## config.mk

```make
export PLATFORM = sky130hd
export DESIGN_NAME = svm_stream_feeder
export DESIGN_NICKNAME = d
export VERILOG_FILES = /design/src/rtl/svm_stream_feeder.sv
export SDC_FILE = /design/constraint.sdc
export NUM_CORES = 1
export LEC_CHECK = 0
export ABC_CLOCK_PERIOD_IN_PS = 10400
export BUFFER_PORTS_ARGS = -buffer_cell sky130_fd_sc_hd__buf_4
export CAP_MARGIN = 0
export CORE_UTILIZATION = 60
export CTS_CLUSTER_DIAMETER = 40
export CTS_CLUSTER_SIZE = 14
export DETAILED_ROUTE_END_ITERATION = 8
export PLACE_DENSITY = 0.8
export SETUP_SLACK_MARGIN = 0.4
export SYNTH_ARGS = -nofsm -noshare
export SYNTH_HDL_FRONTEND = slang
export SYNTH_SLANG_ARGS = --single-unit
```

## constraint.sdc

```tcl
create_clock -name clk -period 10.4 [get_ports clk]
set_input_delay 1.56 -clock clk [delete_from_list [all_inputs] [get_ports clk]]
set_output_delay 1.56 -clock clk [all_outputs]
set_load 0.01 [all_outputs]
```

## src/rtl/svm_stream_feeder.sv

```systemverilog
//============================================================================
// svm_stream_feeder
//   Feeds image, support-vector, lambda and bias bursts from parameter
//   memory to the SVM core stream port, one burst per interrupt edge.
//   Revision: 1.0
//============================================================================
`default_nettype none

module svm_stream_feeder #(
  parameter int                        WIDTH     = 16,
  parameter int                        IMG_LEN   = 784,
  parameter int                        NUM_CORES = 10,
  parameter logic [NUM_CORES*10-1:0]   SV_COUNTS = {10'd683, 10'd751, 10'd432, 10'd376, 10'd513,
                                                    10'd80,  10'd632, 10'd581, 10'd267, 10'd361},
  parameter int                        ADDR_W    = 22,
  parameter int unsigned               IMG_BASE  = 0,
  parameter int unsigned               SV_BASE   = 784,
  parameter int unsigned               LT_BASE   = 3666768,
  parameter int unsigned               B_BASE    = 3671444
) (
  input  logic              clk,
  input  logic              reset,
  input  logic              start,
  input  logic              interrupt,
  output logic [WIDTH-1:0]  sdata,
  output logic              svalid,
  input  logic              sready,
  output logic [ADDR_W-1:0] mem_addr,
  output logic              mem_en,
  input  logic [WIDTH-1:0]  mem_data,
  output logic              busy,
  output logic [3:0]        core_idx,
  output logic              done,
  output logic              err
);

  localparam int                CNT_W      = $clog2(IMG_LEN + 1);
  localparam logic [CNT_W-1:0]  IMG_LEN_C  = CNT_W'(IMG_LEN);
  localparam logic [ADDR_W-1:0] IMG_STEP   = ADDR_W'(IMG_LEN);
  localparam logic [ADDR_W-1:0] IMG_BASE_A = ADDR_W'(IMG_BASE);
  localparam logic [ADDR_W-1:0] SV_BASE_A  = ADDR_W'(SV_BASE);
  localparam logic [ADDR_W-1:0] LT_BASE_A  = ADDR_W'(LT_BASE);
  localparam logic [ADDR_W-1:0] B_BASE_A   = ADDR_W'(B_BASE);
  localparam logic [3:0]        LAST_CORE  = 4'(NUM_CORES - 1);

  typedef enum logic [1:0] {S_IDLE, S_WAIT_REQ, S_BURST, S_FINISH} state_t;
  typedef enum logic [1:0] {K_IMAGE, K_SV, K_LT, K_BIAS} kind_t;

  state_t            r_state;
  state_t            w_state_nxt;
  kind_t             r_kind;
  logic              r_irq;
  logic [3:0]        r_core;
  logic [9:0]        r_sv_in_core;
  logic [ADDR_W-1:0] r_sv_addr;
  logic [ADDR_W-1:0] r_lt_addr;
  logic [ADDR_W-1:0] r_ptr;
  logic [CNT_W-1:0]  r_issue_left;
  logic [CNT_W-1:0]  r_word_cnt;
  logic [WIDTH-1:0]  r_fifo [2];
  logic              r_rd_ptr;
  logic              r_wr_ptr;
  logic [1:0]        r_count;
  logic              r_pend;
  logic              r_err;

  logic [9:0]        w_counts [16];
  logic [9:0]        w_cur_cnt;
  logic [9:0]        w_next_cnt;
  logic              w_irq_edge;
  logic              w_pop;
  logic              w_issue;
  logic              w_last_word;
  logic              w_last_core;
  logic [2:0]        w_occ;
  logic [CNT_W-1:0]  w_burst_len;
  logic [ADDR_W-1:0] w_start_addr;

  // Unused table slots read as zero so core_idx can index without range checks.
  generate
    for (genvar i = 0; i < 16; i++) begin : g_counts
      if (i < NUM_CORES) begin : g_used
        assign w_counts[i] = SV_COUNTS[i*10 +: 10];
      end else begin : g_unused
        assign w_counts[i] = 10'd0;
      end
    end
  endgenerate

  assign w_cur_cnt   = w_counts[r_core];
  assign w_next_cnt  = w_counts[r_core + 4'd1];
  assign w_last_core = (r_core == LAST_CORE);
  assign w_irq_edge  = interrupt & ~r_irq;

  assign svalid   = (r_count != 2'd0);
  assign sdata    = r_fifo[r_rd_ptr];
  assign mem_addr = r_ptr;
  assign core_idx = r_core;
  assign err      = r_err;

  assign w_pop       = svalid & sready;
  assign w_burst_len = (r_kind == K_IMAGE || r_kind == K_SV) ? IMG_LEN_C : CNT_W'(1);
  assign w_last_word = (r_state == S_BURST) && w_pop && (r_word_cnt == w_burst_len - CNT_W'(1));

  // Counting the slot freed by this cycle's pop keeps the stream bubble-free.
  assign w_occ   = 3'(r_count) + 3'(r_pend) - 3'(w_pop);
  assign w_issue = (r_state == S_BURST) && (r_issue_left != '0) && (w_occ < 3'd2);

  always_comb begin
    w_start_addr = IMG_BASE_A;
    case (r_kind)
      K_IMAGE: w_start_addr = IMG_BASE_A;
      K_SV:    w_start_addr = r_sv_addr;
      K_LT:    w_start_addr = r_lt_addr;
      K_BIAS:  w_start_addr = B_BASE_A + ADDR_W'(r_core);
      default: w_start_addr = IMG_BASE_A;
    endcase
  end

  always_ff @(posedge clk or posedge reset) begin
    if (reset) r_state <= S_IDLE;
    else       r_state <= w_state_nxt;
  end

  always_comb begin
    w_state_nxt = r_state;
    busy        = 1'b0;
    done        = 1'b0;
    mem_en      = w_issue;
    case (r_state)
      S_IDLE: begin
        if (start) w_state_nxt = S_WAIT_REQ;
      end
      S_WAIT_REQ: begin
        busy = 1'b1;
        if (w_irq_edge) w_state_nxt = S_BURST;
      end
      S_BURST: begin
        busy = 1'b1;
        if (w_last_word)
          w_state_nxt = (r_kind == K_BIAS && w_last_core) ? S_FINISH : S_WAIT_REQ;
      end
      S_FINISH: begin
        done        = 1'b1;
        w_state_nxt = S_IDLE;
      end
      default: w_state_nxt = S_IDLE;
    endcase
  end

  always_ff @(posedge clk or posedge reset) begin
    if (reset) begin
      r_irq        <= 1'b0;
      r_err        <= 1'b0;
      r_kind       <= K_IMAGE;
      r_core       <= 4'd0;
      r_sv_in_core <= 10'd0;
      r_sv_addr    <= '0;
      r_lt_addr    <= '0;
      r_ptr        <= '0;
      r_issue_left <= '0;
      r_word_cnt   <= '0;
      r_fifo[0]    <= '0;
      r_fifo[1]    <= '0;
      r_rd_ptr     <= 1'b0;
      r_wr_ptr     <= 1'b0;
      r_count      <= 2'd0;
      r_pend       <= 1'b0;
    end else begin
      r_irq <= interrupt;

      if (r_state == S_IDLE && start)
        r_err <= 1'b0;
      else if ((r_state == S_BURST || r_state == S_FINISH) && w_irq_edge)
        r_err <= 1'b1;

      if (r_state == S_IDLE && start) begin
        r_kind       <= K_IMAGE;
        r_core       <= 4'd0;
        r_sv_in_core <= 10'd0;
        r_sv_addr    <= SV_BASE_A;
        r_lt_addr    <= LT_BASE_A;
      end

      if (r_state == S_WAIT_REQ && w_irq_edge) begin
        r_ptr        <= w_start_addr;
        r_issue_left <= w_burst_len;
        r_word_cnt   <= '0;
      end else if (w_issue) begin
        r_ptr        <= r_ptr + ADDR_W'(1);
        r_issue_left <= r_issue_left - CNT_W'(1);
      end

      if (w_pop && r_state == S_BURST)
        r_word_cnt <= r_word_cnt + CNT_W'(1);

      // Step the burst sequence once the current burst has fully drained.
      if (w_last_word) begin
        case (r_kind)
          K_IMAGE: r_kind <= (w_cur_cnt == 10'd0) ? K_BIAS : K_SV;
          K_SV: begin
            r_sv_addr <= r_sv_addr + IMG_STEP;
            r_kind    <= K_LT;
          end
          K_LT: begin
            r_lt_addr <= r_lt_addr + ADDR_W'(1);
            if (r_sv_in_core + 10'd1 == w_cur_cnt) begin
              r_sv_in_core <= 10'd0;
              r_kind       <= K_BIAS;
            end else begin
              r_sv_in_core <= r_sv_in_core + 10'd1;
              r_kind       <= K_SV;
            end
          end
          K_BIAS: begin
            if (!w_last_core) begin
              r_core <= r_core + 4'd1;
              r_kind <= (w_next_cnt == 10'd0) ? K_BIAS : K_SV;
            end
          end
          default: r_kind <= K_IMAGE;
        endcase
      end

      r_pend <= w_issue;
      if (r_pend) begin
        r_fifo[r_wr_ptr] <= mem_data;
        r_wr_ptr         <= ~r_wr_ptr;
      end
      if (w_pop) r_rd_ptr <= ~r_rd_ptr;
      r_count <= r_count + 2'(r_pend) - 2'(w_pop);
    end
  end

endmodule

`default_nettype wire

```

Word-level counts from Yosys, hierarchy flattened:

Memory sizes are Yosys's and may differ from the RTL's.
Cells that the tools add are included.

* mux-type cells: 48
* eq/ne operators: 12
* add/sub/neg operators: 13
* $lt $le $gt $ge: 6
* reductions and logical operators: 22
* bitwise logic cells: 9

Operator list (number)
* two-way mux 22 bit: 8
* two-way mux 10 bit: 13
* case mux 22 bit (4 select lines): 1
* two-way mux 16 bit: 4
* adder 22 x 1 -> 22 bit, second input constant: 2
* bitwise mux 32 bit: 1
* adder 22 x 10 -> 22 bit, second input constant: 1
* adder 20 x 5 -> 21 bit, first input constant: 1
* adder 10 x 1 -> 10 bit, second input constant: 2
* equality test 10 bit: 2
* logical NOT 10 bit: 2
* two-way mux 2 bit: 10
* subtractor 10 x 1 -> 10 bit, second input constant: 2
* demux 16 bit (select 1 bit): 1
* two-way mux 4 bit: 4
* case mux 2 bit (4 select lines): 2
* greater-or-equal comparator 5 bit, second input constant: 2
* NOT 4 -> 5 bit: 2
* nonzero test 10 bit: 1
* logical AND 1 bit: 9
* equality test 2 bit, second input constant: 4
* nonzero test 2 bit: 4
* inequality test 2 bit, second input constant: 3
* adder 4 x 1 -> 4 bit, second input constant: 1
* 17 further kinds: 28

* input bits: 21
* bits in read-only memories: 320
* word-level logic and storage cells: 129
* memories: 2
* register bits after elaboration: 143
* output and inout bits: 47

Memory list
* (no name shown): words 16, bits a word 10, read ports 1, clocked after memory_dff 0, write ports 0, RTL line 91 `assign w_next_cnt = w_counts[r_core + 4'd1];`
* (no name shown): words 16, bits a word 10, read ports 1, clocked after memory_dff 0, write ports 0, RTL line 90 `assign w_cur_cnt = w_counts[r_core];`

Longest topological paths before layout:

Gate-level depths: netlist of run 1.

* depth in word-level cells: 10
* depth in mapped cells: 11
* mapped depth without buffers: 11

Worst setup path before layout of run 1:

No wires, ideal clock.

* kind: input-to-output
* start point: in sready
* end point: out mem_en
* arrival time: 3604 ps
* cell stages on the path: 8
* required time: 8840 ps
* path buffers: 1
* slack: 5236 ps
* cells stage by stage: o21a_1 > ha_1 > inv_1 > ha_1 > fa_1 > xnor2_1 > nor4b_2 > clkbuf_1

* longest elaborated chain between the ends: 4

RTL lines
* from (decl): RTL line 27 `input logic sready,`
* bitwise AND 1 bit: RTL line 101 `assign w_pop = svalid & sready;`
* subtractor 3 x 1 -> 3 bit: RTL line 106 `assign w_occ = 3'(r_count) + 3'(r_pend) - 3'(w_pop);`
* less-than comparator 3 x 2 -> 1 bit: RTL line 107 `assign w_issue = (r_state == S_BURST) && (r_issue_left != '0) && (w_occ < 3'd2);`
* logical AND 1 bit: RTL line 107
* to (decl): RTL line 29 `output logic mem_en,`

Every way passes these cells.

Final worst setup path of run 1:

* start point: in sready
* end point: out mem_en

* longest elaborated chain between the ends: 4

RTL lines
* bitwise AND 1 bit: RTL line 101
* via w_pop: RTL line 71 `logic w_pop;`
* subtractor 3 x 1 -> 3 bit: RTL line 106
* less-than comparator 3 x 2 -> 1 bit: RTL line 107
* logical AND 1 bit: RTL line 107

The timed path passes the listed nets, and every way through them passes these cells.

==> metrics.txt, run 1 <==
# TYPE chip_impl_metric gauge
chip_impl_metric{name="hold_depth",unit=""} 1
chip_impl_metric{name="drive_above_1_share",unit=""} 0.187
chip_impl_info{name="outcome",value="finished clean"} 1
chip_impl_metric{name="fmaxAchievable",unit="MHz"} 194
chip_impl_info{name="uppermost_routed_layer",value="met4"} 1
chip_impl_metric{name="grt_remaining_overflow",unit=""} 0
chip_impl_metric{name="vias",unit=""} 6914
chip_impl_info{name="critical_path.reg2reg.endpoint",value="r_sv_addr[16]$_DFF_PP0_"} 1
chip_impl_info{name="cts_tree",value="built"} 1
chip_impl_metric{name="synth-edff-count",unit=""} 0
chip_impl_metric{name="post_synth_net_total",unit=""} 890
chip_impl_metric{name="detailed_place_hpwl",unit="um"} 13500
chip_impl_metric{name="post_cts_buffers",unit=""} 0
chip_impl_info{name="clk_root_buffer_cell",value="sky130_fd_sc_hd__clkbuf_16"} 1
chip_impl_metric{name="place.gp.congestion",unit=""} 0.871
chip_impl_metric{name="finalNetCount",unit=""} 951
chip_impl_metric{name="worstPathMaxFanout",unit=""} 19
chip_impl_metric{name="mappedNetlistArea",unit="mm^2"} 0.00804
chip_impl_metric{name="cp.arrival",unit="ns"} 3.59
chip_impl_metric{name="numPortBuffers",unit=""} 67
chip_impl_metric{name="slew_viol_final",unit=""} 0
chip_impl_metric{name="total_clock_buffers_created_by_cts",unit=""} 17
chip_impl_metric{name="numClockSinks",unit=""} 143
chip_impl_metric{name="area_growth",unit="%"} 15.9
chip_impl_metric{name="setup_total_negative_slack",unit="ns"} 0
chip_impl_metric{name="drt-initial-drc-count",unit=""} 615
chip_impl_metric{name="ir_worst_vdd",unit="uV"} 133
chip_impl_metric{name="timing_hold_violations_final",unit=""} 0
chip_impl_metric{name="syn-instance-count",unit=""} 844
chip_impl_metric{name="ctsLongestPathBuffers",unit=""} 2
chip_impl_metric{name="clock_input_transition_at_the_sequential_cells_of_the_worst_setup_and_hold_paths",unit="ns"} 0.06
chip_impl_info{name="hold_path_class",value="flip-flop to flip-flop"} 1
chip_impl_metric{name="final_core_area_utilization",unit=""} 0.727
chip_impl_metric{name="first_global_vias",unit=""} 6780
chip_impl_metric{name="final.setup_skew",unit="ns"} 0.00669
chip_impl_info{name="cp-end-kind",value="output pin"} 1
chip_impl_metric{name="cp_data_required_time",unit="ns"} 8.84
chip_impl_metric{name="chipHeight",unit="um"} 118
chip_impl_metric{name="finalPower",unit="mW"} 2.23
chip_impl_metric{name="drcViolationCount",unit=""} 0
chip_impl_metric{name="finalWirelength",unit="um"} 20200
chip_impl_metric{name="ant_nets_after_route",unit=""} 0
chip_impl_info{name="setup_repair_after_global_routing_missed_its_margin",value="false"} 1
chip_impl_metric{name="dieWidth",unit="um"} 118
chip_impl_metric{name="final_critical_period",unit="ns"} 5.15
chip_impl_metric{name="cts-resized-gates",unit=""} 0
chip_impl_metric{name="hold_buffers",unit=""} 0
chip_impl_info{name="timing_worst_setup_path_type",value="input port to output pin"} 1
chip_impl_info{name="worst_path_max_delay_cell",value="sky130_fd_sc_hd__fa_1"} 1
chip_impl_metric{name="detailroute.wirelength.met3",unit="um"} 1200
chip_impl_metric{name="worst_path_largest_cell_delay",unit="ns"} 0.38
chip_impl_metric{name="routed_wire_length_per_instance",unit="um"} 18.5
chip_impl_info{name="top_ff_cell_synth",value="sky130_fd_sc_hd__dfrtp_1"} 1
chip_impl_metric{name="yosysWarningCount",unit=""} 0
chip_impl_metric{name="initial_antenna_violation_count",unit=""} 0
chip_impl_metric{name="max-cap-violations",unit=""} 0
chip_impl_info{name="hold_start",value="r_sv_addr[1]$_DFFE_PP0P_"} 1
chip_impl_metric{name="firstDrtPassIters",unit=""} 5
chip_impl_metric{name="ys_async_sr_fraction",unit=""} 1.00
chip_impl_info{name="cpMostUsedCell",value="sky130_fd_sc_hd__buf_4"} 1
chip_impl_metric{name="max_slew_margin",unit=""} 0.179
chip_impl_metric{name="regToRegSetupSlack",unit="ns"} 6.64
chip_impl_info{name="timing.rr.start",value="r_kind[0]$_DFF_PP0_"} 1
chip_impl_metric{name="cellPowerDensity",unit="mW/mm^2"} 239
chip_impl_info{name="whs_endpoint",value="r_sv_addr[1]$_DFFE_PP0P_"} 1
chip_impl_metric{name="static-leakage-power",unit="nW"} 4.01
chip_impl_metric{name="wl_met2",unit="um"} 9900
chip_impl_metric{name="grt_pass1_wl",unit="um"} 33900
chip_impl_metric{name="syn-mean-instance-area",unit="um^2"} 9.53
chip_impl_metric{name="reg2reg_depth",unit=""} 6
chip_impl_metric{name="postSynthRegisterBits",unit=""} 143
chip_impl_metric{name="finalSetupViolations",unit=""} 0
chip_impl_info{name="worst_setup_path_start_kind",value="input port"} 1
chip_impl_metric{name="rows",unit=""} 41
chip_impl_metric{name="maximum_number_of_pins_on_one_net_before_global_route_repair",unit=""} 96
chip_impl_metric{name="htree_num_levels",unit=""} 4
chip_impl_metric{name="avgViaCountPerCell",unit=""} 6.34
chip_impl_metric{name="yosys.cell_types.count",unit=""} 63
chip_impl_info{name="critical_path.cell_chain",value="buf_4 > o21a_1 > ha_1 > inv_1 > ha_1 > fa_1 > xnor2_1 > nor4b_2 > buf_4 > buf_4"} 1
chip_impl_metric{name="grt.total_usage",unit=""} 0.305
chip_impl_metric{name="floorplan.core_area",unit="mm^2"} 0.0128
chip_impl_metric{name="pin_count",unit=""} 68
chip_impl_metric{name="antenna_cells",unit=""} 0
chip_impl_metric{name="worst_skew_pair.late_latency",unit="ns"} 0.43
chip_impl_metric{name="starting_density_of_the_core",unit=""} 0.627
chip_impl_metric{name="met1_length",unit="um"} 8590
chip_impl_metric{name="final_clock_period_utilization_by_the_worst_path",unit=""} 0.495
chip_impl_metric{name="worst_slew_pin_slew",unit="ns"} 1.23
chip_impl_metric{name="die_area",unit="mm^2"} 0.0139
chip_impl_metric{name="synth_seq_area_share",unit=""} 0.445
## final cells by class
cell class,count,area [um^2]
sequential,143,3580
clock buffer,19,433
fill,928,3510
timing repair buffer,75,563
tap,172,215
clock inverter,13,186
inverter,26,103
multi-input combinational,642,4240
## worst max-delay path by stage
stage | start | to | slack [ns] | depth (start not counted)
after global placement | sready | mem_en | 5.35 | 10
after detailed placement | sready | mem_en | 5.27 | 10
after CTS | sready | mem_en | 5.24 | 10
final | sready | mem_en | 5.25 | 10
after global routing | sready | mem_en | 5.17 | 10
after floorplan | reset | core_idx[0]$_DFF_PP0_ | 5.00 | 1
## layer usage
layer  GRT usage  up-vias
met5           0        -
met4       0.115        0
met3      0.0572       49
met2       0.497      292
met1       0.406     3396
li1            -     3177
## worst max-delay path: cells and delay by family
family	cells	cell delay [ns]
AO/OA/AOI/OAI	1	0.15
XOR/XNOR	1	0.16
adder cells (fa/ha/maj)	3	0.86
AND/OR/NAND/NOR	1	0.27
buffers and inverters	4	0.59
## cells by family (layout without fill, tap and decap cells)
| group | after synthesis | count (layout) | synth area share |
|---|---|---|---|
| AOI/OAI and AO/OA | 190 | 190 | 0.147 |
| DFF | 143 | 143 | 0.445 |
| xor gates and xnor gates | 49 | 49 | 0.0551 |
| adders and majority gates | 25 | 25 | 0.0398 |
| and+or+nand+nor | 316 | 316 | 0.199 |
| muxes | 62 | 62 | 0.0856 |
| buffers and inverters | 59 | 133 | 0.0285 |
## stage by stage
stage / area, um^2 / worst slack (ns) / std cells / hold slack, ns
global route: 9320 / 5.17 / 1090 / 0.511
detailed placement: 8700 / 5.27 / 1058 / 0.473
global placement: 8700 / 5.35 / 1058 / 0.464
finish: 9320 / 5.25 / 1090 / 0.489
CTS: 9320 / 5.24 / 1090 / 0.489
floorplan: 8040 / 5.00 / 844 / 0.449
## synth_stat cells, types with 4 or more instances
cell	count	area, um^2
sky130_fd_sc_hd__nor2b_1	10	62.6
sky130_fd_sc_hd__a31oi_1	10	62.6
sky130_fd_sc_hd__or3_1	4	25.0
sky130_fd_sc_hd__nand3_1	45	225
sky130_fd_sc_hd__xor2_1	28	245
sky130_fd_sc_hd__o211ai_1	9	67.6
sky130_fd_sc_hd__o22ai_1	4	25.0
sky130_fd_sc_hd__and2_1	13	81.3
sky130_fd_sc_hd__mux2i_1	8	80.1
sky130_fd_sc_hd__o31ai_1	6	45.0
sky130_fd_sc_hd__dfrtp_1	143	3580
sky130_fd_sc_hd__nor2_1	70	263
sky130_fd_sc_hd__and3_1	18	113
sky130_fd_sc_hd__nor3_1	13	65.1
sky130_fd_sc_hd__o21ai_0	62	310
sky130_fd_sc_hd__nor4b_1	5	43.8
sky130_fd_sc_hd__nand4_1	18	113
sky130_fd_sc_hd__ha_1	24	300
sky130_fd_sc_hd__xnor2_1	20	175
sky130_fd_sc_hd__nand2b_1	7	43.8
sky130_fd_sc_hd__clkbuf_1	28	105
sky130_fd_sc_hd__nand2_1	87	327
sky130_fd_sc_hd__or4_1	4	30.0
sky130_fd_sc_hd__inv_1	26	97.6
sky130_fd_sc_hd__mux2_2	54	608
sky130_fd_sc_hd__a221oi_1	17	149
sky130_fd_sc_hd__a21oi_1	53	265
## power breakdown
part	switching (mW)	total, mW	internal [mW]	leakage [nW]
clock network	0.241	0.643	0.402	0.290
logic	0.345	0.717	0.372	1.95
registers	0.157	0.868	0.711	1.77
total	0.743	2.23	1.48	4.01
## placed cells by master (no fill, tap or decap), types with 4 or more instances in the layout
cell type,count
sky130_fd_sc_hd__xor2_1,28
sky130_fd_sc_hd__o31ai_1,6
sky130_fd_sc_hd__o211ai_1,9
sky130_fd_sc_hd__o21ai_0,62
sky130_fd_sc_hd__and2_1,13
sky130_fd_sc_hd__nor2b_1,10
sky130_fd_sc_hd__or4_1,4
sky130_fd_sc_hd__buf_4,75
sky130_fd_sc_hd__a31oi_1,10
sky130_fd_sc_hd__nand2_1,87
sky130_fd_sc_hd__nand3_1,45
sky130_fd_sc_hd__clkinvlp_4,4
sky130_fd_sc_hd__inv_1,25
sky130_fd_sc_hd__nor4b_1,5
sky130_fd_sc_hd__or3_1,4
sky130_fd_sc_hd__mux2_2,54
sky130_fd_sc_hd__dfrtp_1,143
sky130_fd_sc_hd__ha_1,24
sky130_fd_sc_hd__bufinv_16,4
sky130_fd_sc_hd__nor2_1,70
sky130_fd_sc_hd__nand2b_1,7
sky130_fd_sc_hd__nand4_1,18
sky130_fd_sc_hd__mux2i_1,8
sky130_fd_sc_hd__a221oi_1,17
sky130_fd_sc_hd__clkbuf_16,17
sky130_fd_sc_hd__o22ai_1,4
sky130_fd_sc_hd__a21oi_1,53
sky130_fd_sc_hd__and3_1,18
sky130_fd_sc_hd__nor3_1,13
sky130_fd_sc_hd__xnor2_1,20
## state kept, by name (all words and copies together) (netlist names)
signal / flops
core_idx: 4
err: 1
mem_addr: 22
r_count: 2
r_fifo: 32
r_irq: 1
r_issue_left: 10
r_kind: 2
r_lt_addr: 22
r_pend: 1
r_rd_ptr: 1
r_state: 2
r_sv_addr: 22
r_sv_in_core: 10
r_word_cnt: 10
r_wr_ptr: 1
Power figures use the tool's default switching activity.
==> run 2, diff against run 1 <==
--- a/config.mk
+++ b/config.mk
@@ -5,14 +5,15 @@
 export SDC_FILE = /design/constraint.sdc
 export NUM_CORES = 1
 export LEC_CHECK = 0
-export ABC_CLOCK_PERIOD_IN_PS = 10400
+export ABC_AREA = 1
+export ABC_CLOCK_PERIOD_IN_PS = 4400
 export BUFFER_PORTS_ARGS = -buffer_cell sky130_fd_sc_hd__buf_4
 export CAP_MARGIN = 0
-export CORE_UTILIZATION = 60
+export CORE_UTILIZATION = 55
 export CTS_CLUSTER_DIAMETER = 40
 export CTS_CLUSTER_SIZE = 14
 export DETAILED_ROUTE_END_ITERATION = 8
-export PLACE_DENSITY = 0.8
+export PLACE_DENSITY = 0.77
 export SETUP_SLACK_MARGIN = 0.4
 export SYNTH_ARGS = -nofsm -noshare
 export SYNTH_HDL_FRONTEND = slang
==> constraint.sdc (replaced) <==
create_clock -name clk -period 4.4 [get_ports clk]
set_input_delay 0.66 -clock clk [delete_from_list [all_inputs] [get_ports clk]]
set_output_delay 0.66 -clock clk [all_outputs]
set_load 0.01 [all_outputs]
==> metrics.txt, run 2 <==
# TYPE chip_impl_metric gauge
chip_impl_metric{name="drcViolationCount",unit=""} 0
chip_impl_metric{name="initial_antenna_violation_count",unit=""} 0
chip_impl_metric{name="syn-instance-count",unit=""} 1167
chip_impl_metric{name="grt_pass1_wl",unit="um"} 35500
chip_impl_info{name="mostFrequentLayoutCells",value="sky130_fd_sc_hd__nand2_1, sky130_fd_sc_hd__inv_1, sky130_fd_sc_hd__dfrtp_1"} 1
chip_impl_metric{name="cellPowerDensity",unit="mW/mm^2"} 523
chip_impl_metric{name="yosys.cell_types.count",unit=""} 53
chip_impl_info{name="synth_largest_area_cell",value="sky130_fd_sc_hd__dfrtp_1"} 1
chip_impl_metric{name="area_growth",unit="%"} 14.4
chip_impl_metric{name="cts-resized-gates",unit=""} 0
chip_impl_metric{name="static-leakage-power",unit="nW"} 4.77
chip_impl_metric{name="drive_above_1_share",unit=""} 0.115
chip_impl_metric{name="post_cts_buffers",unit=""} 0
chip_impl_info{name="worst_setup_path_endpoint",value="mem_en"} 1
chip_impl_metric{name="netSwitchingPower",unit="mW"} 1.88
chip_impl_metric{name="cp.arrival",unit="ns"} 3.04
chip_impl_metric{name="drt-initial-drc-count",unit=""} 757
chip_impl_info{name="worst_setup_path_start_kind",value="flip-flop"} 1
chip_impl_metric{name="grt.total_usage",unit=""} 0.279
chip_impl_metric{name="holdWs",unit="ns"} 0.366
chip_impl_metric{name="p_seq_frac",unit=""} 0.380
chip_impl_metric{name="fmaxAchievable",unit="MHz"} 270
chip_impl_metric{name="dieWidth",unit="um"} 127
chip_impl_metric{name="postSynthRegisterBits",unit=""} 143
chip_impl_info{name="clk_root_buffer_cell",value="sky130_fd_sc_hd__clkbuf_16"} 1
chip_impl_metric{name="power.switching_fraction",unit=""} 0.366
chip_impl_metric{name="syn-mean-instance-area",unit="um^2"} 7.34
chip_impl_metric{name="ir_worst_vdd",unit="uV"} 292
chip_impl_metric{name="finalNetCount",unit=""} 1276
chip_impl_metric{name="largest_reg_flops",unit=""} 32
chip_impl_info{name="outcome",value="finished clean"} 1
chip_impl_metric{name="place.gp.congestion",unit=""} 0.900
chip_impl_metric{name="clock_input_transition_at_the_sequential_cells_of_the_worst_setup_and_hold_paths",unit="ns"} 0.06
chip_impl_info{name="cts_tree",value="built"} 1
chip_impl_metric{name="slew_viol_final",unit=""} 0
chip_impl_metric{name="ant_nets_after_route",unit=""} 0
chip_impl_metric{name="worstPathMaxFanout",unit=""} 7
chip_impl_metric{name="reg2reg_depth",unit=""} 13
chip_impl_metric{name="grt_remaining_overflow",unit=""} 0
chip_impl_metric{name="ctsLongestPathBuffers",unit=""} 2
chip_impl_metric{name="regToRegSetupSlack",unit="ns"} 1.17
chip_impl_metric{name="final.setup_skew",unit="ns"} 0.00803
chip_impl_metric{name="routed_wire_length_per_instance",unit="um"} 14.9
chip_impl_metric{name="hold_buffers",unit=""} 0
chip_impl_metric{name="max_slew_margin",unit=""} 0.423
chip_impl_metric{name="ys_async_sr_fraction",unit=""} 1.00
chip_impl_info{name="cp-end-kind",value="output pin"} 1
chip_impl_metric{name="antenna_cells",unit=""} 0
chip_impl_metric{name="post-synth-top-area-fraction",unit=""} 0.418
chip_impl_metric{name="chipHeight",unit="um"} 127
chip_impl_metric{name="starting_density_of_the_core",unit=""} 0.564
chip_impl_metric{name="hold_depth",unit=""} 1
chip_impl_metric{name="numClockSinks",unit=""} 143
chip_impl_info{name="yosys-top-cells-count",value="sky130_fd_sc_hd__nand2_1, sky130_fd_sc_hd__inv_1, sky130_fd_sc_hd__dfrtp_1"} 1
chip_impl_metric{name="floorplan.core_area",unit="mm^2"} 0.0152
chip_impl_info{name="timing.rr.start",value="r_count[1]$_DFF_PP0_"} 1
chip_impl_metric{name="rows",unit=""} 45
chip_impl_metric{name="final_critical_period",unit="ns"} 3.70
chip_impl_info{name="top_ff_cell_synth",value="sky130_fd_sc_hd__dfrtp_1"} 1
chip_impl_metric{name="first_global_vias",unit=""} 7316
chip_impl_metric{name="synth_seq_area_share",unit=""} 0.418
chip_impl_info{name="setup_repair_after_global_routing_missed_its_margin",value="false"} 1
chip_impl_metric{name="firstDrtPassIters",unit=""} 6
chip_impl_metric{name="max-cap-violations",unit=""} 0
chip_impl_metric{name="timing_hold_violations_final",unit=""} 0
chip_impl_metric{name="mappedNetlistArea",unit="mm^2"} 0.00857
chip_impl_metric{name="finalWirelength",unit="um"} 21200
chip_impl_info{name="synth.most_common_cell",value="sky130_fd_sc_hd__nand2_1"} 1
chip_impl_info{name="yosys-top-cells-area",value="sky130_fd_sc_hd__dfrtp_1, sky130_fd_sc_hd__nand2_1, sky130_fd_sc_hd__inv_1"} 1
chip_impl_metric{name="worst_slew_pin_slew",unit="ns"} 0.864
chip_impl_info{name="critical_path.reg2reg.endpoint",value="r_issue_left[0]$_DFFE_PP0P_"} 1
chip_impl_metric{name="total_clock_buffers_created_by_cts",unit=""} 17
chip_impl_metric{name="maximum_number_of_pins_on_one_net_before_global_route_repair",unit=""} 144
chip_impl_info{name="crit_start",value="r_count[1]$_DFF_PP0_"} 1
chip_impl_metric{name="detailed_place_hpwl",unit="um"} 15200
chip_impl_metric{name="final_clock_period_utilization_by_the_worst_path",unit=""} 0.841
chip_impl_metric{name="post_synth_net_total",unit=""} 1213
chip_impl_metric{name="pin_count",unit=""} 68
chip_impl_metric{name="die_area",unit="mm^2"} 0.0161
chip_impl_metric{name="finalSetupViolations",unit=""} 0
chip_impl_metric{name="cp_data_required_time",unit="ns"} 3.74
chip_impl_metric{name="pwr-share-comb",unit=""} 0.336
chip_impl_metric{name="yosysWarningCount",unit=""} 0
chip_impl_metric{name="avgViaCountPerCell",unit=""} 5.57
chip_impl_info{name="timing_worst_setup_path_type",value="flip-flop to output pin"} 1
chip_impl_info{name="final_common_cell",value="sky130_fd_sc_hd__nand2_1"} 1
chip_impl_metric{name="numPortBuffers",unit=""} 67
chip_impl_metric{name="synth-edff-count",unit=""} 0
chip_impl_info{name="top_register",value="r_fifo"} 1
chip_impl_metric{name="vias",unit=""} 7965
chip_impl_metric{name="worst_skew_pair.late_latency",unit="ns"} 0.43
chip_impl_metric{name="htree_num_levels",unit=""} 4
chip_impl_metric{name="internal_power",unit="mW"} 3.25
chip_impl_metric{name="pwr-share-clk",unit=""} 0.283
chip_impl_metric{name="setup_total_negative_slack",unit="ns"} 0
chip_impl_info{name="hold_path_class",value="input port to flip-flop"} 1
## run 2: cell types whose count changed after synthesis, sizes merged, moves of 16 or more
cell / previous run / this run
nor2: 70 / 117
nand2: 87 / 328
inv: 26 / 161
nand3: 45 / 80
o21ai: 64 / 111
xnor2: 20 / 3
and3: 18 / 2
mux2: 54 / 0
## run 2: area by class of cell
| cell class | instances | area [um^2] |
|---|---|---|
| Clock buffer | 17 | 425 |
| Clock inverter | 14 | 169 |
| Fill cell | 1318 | 5400 |
| Inverter | 164 | 627 |
| Multi-Input combinational cell | 830 | 4200 |
| Sequential cell | 143 | 3580 |
| Tap cell | 188 | 235 |
| Timing Repair Buffer | 74 | 568 |
## run 2: kinds of logic after synthesis
family                   synth area share
AND/OR/NAND/NOR                     0.282
adder cells (fa/ha/maj)            0.0374
buffers and inverters              0.0920
XOR/XNOR                           0.0204
AO/OA/AOI/OAI                       0.149
multiplexers                      0.00117
flip-flops                          0.418
## run 2: layer usage
| metal | share of wire | track usage |
|---|---|---|
| met5 | 0 | 0 |
| met3 | 0.057 | 0.0388 |
| met2 | 0.47 | 0.452 |
| met4 | 0.015 | 0.0896 |
| met1 | 0.46 | 0.387 |
## run 2: stage by stage
stage / util / cells / area [um^2] / total power [mW] / setup slack [ns]
final: 0.645 / 1430 / 9800 / 5.13 / 0.699
after global routing: 0.645 / 1430 / 9800 / 5.46 / 0.579
after CTS: 0.645 / 1430 / 9800 / 5.14 / 0.700
after detailed placement: 0.606 / 1399 / 9210 / 3.68 / 1.03
after global placement: 0.606 / 1399 / 9210 / 3.62 / 1.12
after floorplan: - / 1167 / 8570 / 3.02 / 1.52
## run 2: worst min-delay path by stage
stage | slack (ns) | start | to
3_3_place_gp | 0.46 | r_issue_left[6]$_DFFE_PP0P_ | r_issue_left[6]$_DFFE_PP0P_
4_1_cts | 0.36 | interrupt | r_irq$_DFF_PP0_
2_1_floorplan | 0.43 | r_issue_left[6]$_DFFE_PP0P_ | r_issue_left[6]$_DFFE_PP0P_
5_1_grt | 0.36 | interrupt | r_irq$_DFF_PP0_
3_5_place_dp | 0.47 | r_issue_left[6]$_DFFE_PP0P_ | r_issue_left[6]$_DFFE_PP0P_
6_report | 0.37 | interrupt | r_irq$_DFF_PP0_
## run 2: worst max-delay path, stage by stage, from the launching register on
cell                       delay (ns)
sky130_fd_sc_hd__dfrtp_1         0.41
sky130_fd_sc_hd__or2_4           0.28
sky130_fd_sc_hd__nand2_4         0.10
sky130_fd_sc_hd__inv_1           0.05
sky130_fd_sc_hd__ha_1            0.27
sky130_fd_sc_hd__inv_1           0.04
sky130_fd_sc_hd__ha_1            0.19
sky130_fd_sc_hd__fa_1            0.45
sky130_fd_sc_hd__a211oi_1        0.31
sky130_fd_sc_hd__nand2_2         0.20
sky130_fd_sc_hd__inv_2           0.18
sky130_fd_sc_hd__buf_4           0.14
## run 2: power by group through the flow
stage	Clock [mW]	Combinational [mW]	Sequential, mW
after floorplan	0	1.11	1.91
after global placement	0	1.67	1.95
after detailed placement	0	1.72	1.97
after CTS	1.47	1.73	1.95
after global routing	1.53	1.94	2.00
final	1.45	1.72	1.95
==> run 3, diff against run 2 <==
--- a/config.mk
+++ b/config.mk
@@ -6,7 +6,7 @@
 export NUM_CORES = 1
 export LEC_CHECK = 0
 export ABC_AREA = 1
-export ABC_CLOCK_PERIOD_IN_PS = 4400
+export ABC_CLOCK_PERIOD_IN_PS = 3100
 export BUFFER_PORTS_ARGS = -buffer_cell sky130_fd_sc_hd__buf_4
 export CAP_MARGIN = 0
 export CORE_UTILIZATION = 55
==> constraint.sdc (replaced) <==
create_clock -name clk -period 3.1 [get_ports clk]
set_input_delay 0.465 -clock clk [delete_from_list [all_inputs] [get_ports clk]]
set_output_delay 0.465 -clock clk [all_outputs]
set_load 0.01 [all_outputs]
==> metrics.txt, run 3 (synthesized netlist as in run 2, its figures left out) <==
# TYPE chip_impl_metric gauge
chip_impl_info{name="outcome",value="finished, violations left"} 1
chip_impl_info{name="violations",value="negative setup slack"} 1
chip_impl_metric{name="holdWs",unit="ns"} 0.0624
chip_impl_info{name="setup_repair_after_global_routing_missed_its_margin",value="true"} 1
chip_impl_metric{name="floorplan.core_area",unit="mm^2"} 0.0152
chip_impl_metric{name="detailed_place_hpwl",unit="um"} 15500
chip_impl_metric{name="firstDrtPassIters",unit=""} 5
chip_impl_metric{name="ant_nets_after_route",unit=""} 0
chip_impl_metric{name="htree_num_levels",unit=""} 4
chip_impl_metric{name="worst_skew_pair.late_latency",unit="ns"} 0.43
chip_impl_metric{name="fmaxAchievable",unit="MHz"} 322
chip_impl_metric{name="max_slew_margin",unit=""} 0.392
chip_impl_metric{name="slew_viol_final",unit=""} 0
chip_impl_metric{name="pin_count",unit=""} 68
chip_impl_info{name="mostFrequentLayoutCells",value="sky130_fd_sc_hd__nand2_1, sky130_fd_sc_hd__inv_1, sky130_fd_sc_hd__dfrtp_1"} 1
chip_impl_metric{name="routed_wire_length_per_instance",unit="um"} 15.7
chip_impl_info{name="top_register",value="r_fifo"} 1
chip_impl_metric{name="final.setup_skew",unit="ns"} 0.0108
chip_impl_info{name="cts_tree",value="built"} 1
chip_impl_metric{name="grt.total_usage",unit=""} 0.289
chip_impl_metric{name="final_critical_period",unit="ns"} 3.11
chip_impl_metric{name="drcViolationCount",unit=""} 0
chip_impl_metric{name="setup_total_negative_slack",unit="ns"} -0.00741
chip_impl_metric{name="first_global_vias",unit=""} 7621
chip_impl_info{name="final_common_cell",value="sky130_fd_sc_hd__nand2_1"} 1
chip_impl_metric{name="dieWidth",unit="um"} 127
chip_impl_metric{name="max-cap-violations",unit=""} 0
chip_impl_metric{name="setup_ws",unit="ns"} -0.00741
chip_impl_metric{name="starting_density_of_the_core",unit=""} 0.564
chip_impl_metric{name="vias",unit=""} 8332
chip_impl_info{name="worst_setup_path_start_kind",value="flip-flop"} 1
chip_impl_metric{name="ctsLongestPathBuffers",unit=""} 2
chip_impl_metric{name="area_growth",unit="%"} 21.1
chip_impl_metric{name="numClockSinks",unit=""} 143
chip_impl_metric{name="timing_hold_violations_final",unit=""} 0
chip_impl_metric{name="avgViaCountPerCell",unit=""} 5.71
chip_impl_metric{name="cellPowerDensity",unit="mW/mm^2"} 761
chip_impl_metric{name="finalSetupViolations",unit=""} 1
chip_impl_metric{name="worstPathMaxFanout",unit=""} 2
chip_impl_metric{name="final_clock_period_utilization_by_the_worst_path",unit=""} 1.00
chip_impl_metric{name="static-leakage-power",unit="nW"} 5.00
chip_impl_metric{name="initial_antenna_violation_count",unit=""} 0
chip_impl_metric{name="antenna_cells",unit=""} 0
chip_impl_metric{name="die_area",unit="mm^2"} 0.0161
chip_impl_metric{name="chipHeight",unit="um"} 127
chip_impl_info{name="clk_root_buffer_cell",value="sky130_fd_sc_hd__clkbuf_16"} 1
chip_impl_metric{name="maximum_number_of_pins_on_one_net_before_global_route_repair",unit=""} 67
chip_impl_metric{name="grt_remaining_overflow",unit=""} 0
chip_impl_info{name="hold_path_class",value="input port to asynchronous set/reset pin"} 1
chip_impl_metric{name="cp.arrival",unit="ns"} 2.64
chip_impl_info{name="timing_worst_setup_path_type",value="flip-flop to output pin"} 1
chip_impl_metric{name="total_clock_buffers_created_by_cts",unit=""} 17
chip_impl_metric{name="ir_worst_vdd",unit="uV"} 426
chip_impl_metric{name="worst_slew_pin_slew",unit="ns"} 0.909
chip_impl_metric{name="largest_reg_flops",unit=""} 32
chip_impl_metric{name="grt_pass1_wl",unit="um"} 37000
chip_impl_metric{name="finalNetCount",unit=""} 1307
chip_impl_metric{name="dp_worst_setup_slack",unit="ns"} 0.176
chip_impl_metric{name="clock_input_transition_at_the_sequential_cells_of_the_worst_setup_and_hold_paths",unit="ns"} 0.06
chip_impl_metric{name="drt-initial-drc-count",unit=""} 814
chip_impl_metric{name="cp_data_required_time",unit="ns"} 2.63
chip_impl_metric{name="finalWirelength",unit="um"} 22900
chip_impl_info{name="cp-end-kind",value="output pin"} 1
chip_impl_metric{name="drive_above_1_share",unit=""} 0.155
chip_impl_metric{name="numPortBuffers",unit=""} 67
chip_impl_metric{name="place.gp.congestion",unit=""} 0.922
chip_impl_metric{name="rows",unit=""} 45
[run 3: cell types whose count changed in the layout (fill, tap and decap cells not counted), moves of 4 or more]
cell                      before  now
sky130_fd_sc_hd__o21ai_1      13   17
sky130_fd_sc_hd__inv_1       152  148
sky130_fd_sc_hd__nor2_1      109  105
sky130_fd_sc_hd__buf_4        73   93
sky130_fd_sc_hd__nor2_4        3    8
sky130_fd_sc_hd__nand2_1     322  316
sky130_fd_sc_hd__o21ai_0      98   91
[run 3: metrics by stage]
step | total power [mW] | utilization | cells | instance area, um^2
2_1_floorplan | 4.30 | - | 1167 | 8580
3_3_place_gp | 5.17 | 0.612 | 1408 | 9300
3_5_place_dp | 5.25 | 0.612 | 1408 | 9300
4_1_cts | 7.54 | 0.660 | 1447 | 10000
5_1_grt | 8.38 | 0.682 | 1459 | 10400
6_report | 7.90 | 0.682 | 1459 | 10400
[run 3: layer usage]
| metal | track usage | share of wire | up-vias |
|---|---|---|---|
| met5 | 0 | 0 | - |
| li1 | - | - | 3996 |
| met1 | 0.394 | 0.44 | 3972 |
| met3 | 0.0447 | 0.060 | 49 |
| met4 | 0.0938 | 0.019 | 0 |
| met2 | 0.472 | 0.49 | 315 |
[run 3: timing repair]
action | CTS | global route
gates cloned | 2 | 2
hold buffers | 0 | 0
gates resized for setup | 23 | 48
setup endpoints to repair | 32 | 59
pin swaps | 8 | 15
setup buffers | 8 | 10
hold endpoints to repair | 0 | 0
[run 3: final cells by class]
cell class	instances	area [um^2]
Fill cell	1191	4830
Multi-Input combinational cell	830	4390
Sequential cell	143	3580
Timing Repair Buffer	105	907
Inverter	164	656
Clock buffer	20	467
Tap cell	188	235
Clock inverter	9	134
[run 3: worst paths after layout]
| kind | slack [ns] | endpoint | from | cells past startpoint |
|---|---|---|---|---|
| max | -0.007 | mem_en | r_count[1]$_DFF_PP0_ | 11 |
| min | 0.06 | r_fifo[15]$_DFFE_PP0P_ | reset | 2 |
| max reg2reg | 0.14 | mem_addr[19]$_DFFE_PP0P_ | r_count[1]$_DFF_PP0_ | 15 |
| min reg2reg | 0.48 | r_issue_left[6]$_DFFE_PP0P_ | r_issue_left[6]$_DFFE_PP0P_ | 1 |
| max in group asynchronous | 2.34 | r_issue_left[3]$_DFFE_PP0P_ | reset | 3 |
| min in group clk | 0.17 | r_irq$_DFF_PP0_ | interrupt | 1 |
[run 3: critical path: stages (launching register included)]
cell and delay, ns:
sky130_fd_sc_hd__dfrtp_1 0.39, sky130_fd_sc_hd__or2_4 0.27, sky130_fd_sc_hd__nand2_4 0.07, sky130_fd_sc_hd__inv_4 0.04, sky130_fd_sc_hd__ha_4 0.25, sky130_fd_sc_hd__inv_2 0.04
sky130_fd_sc_hd__ha_4 0.15, sky130_fd_sc_hd__fa_1 0.47, sky130_fd_sc_hd__a211oi_2 0.25, sky130_fd_sc_hd__nand2_2 0.12, sky130_fd_sc_hd__inv_4 0.07, sky130_fd_sc_hd__buf_6 0.09
[run 3: power by group]
group / total (mW) / internal [mW] / switching, mW
combinational: 3.04 / 1.31 / 1.73
sequential: 2.75 / 2.34 / 0.410
clock: 2.11 / 1.32 / 0.789
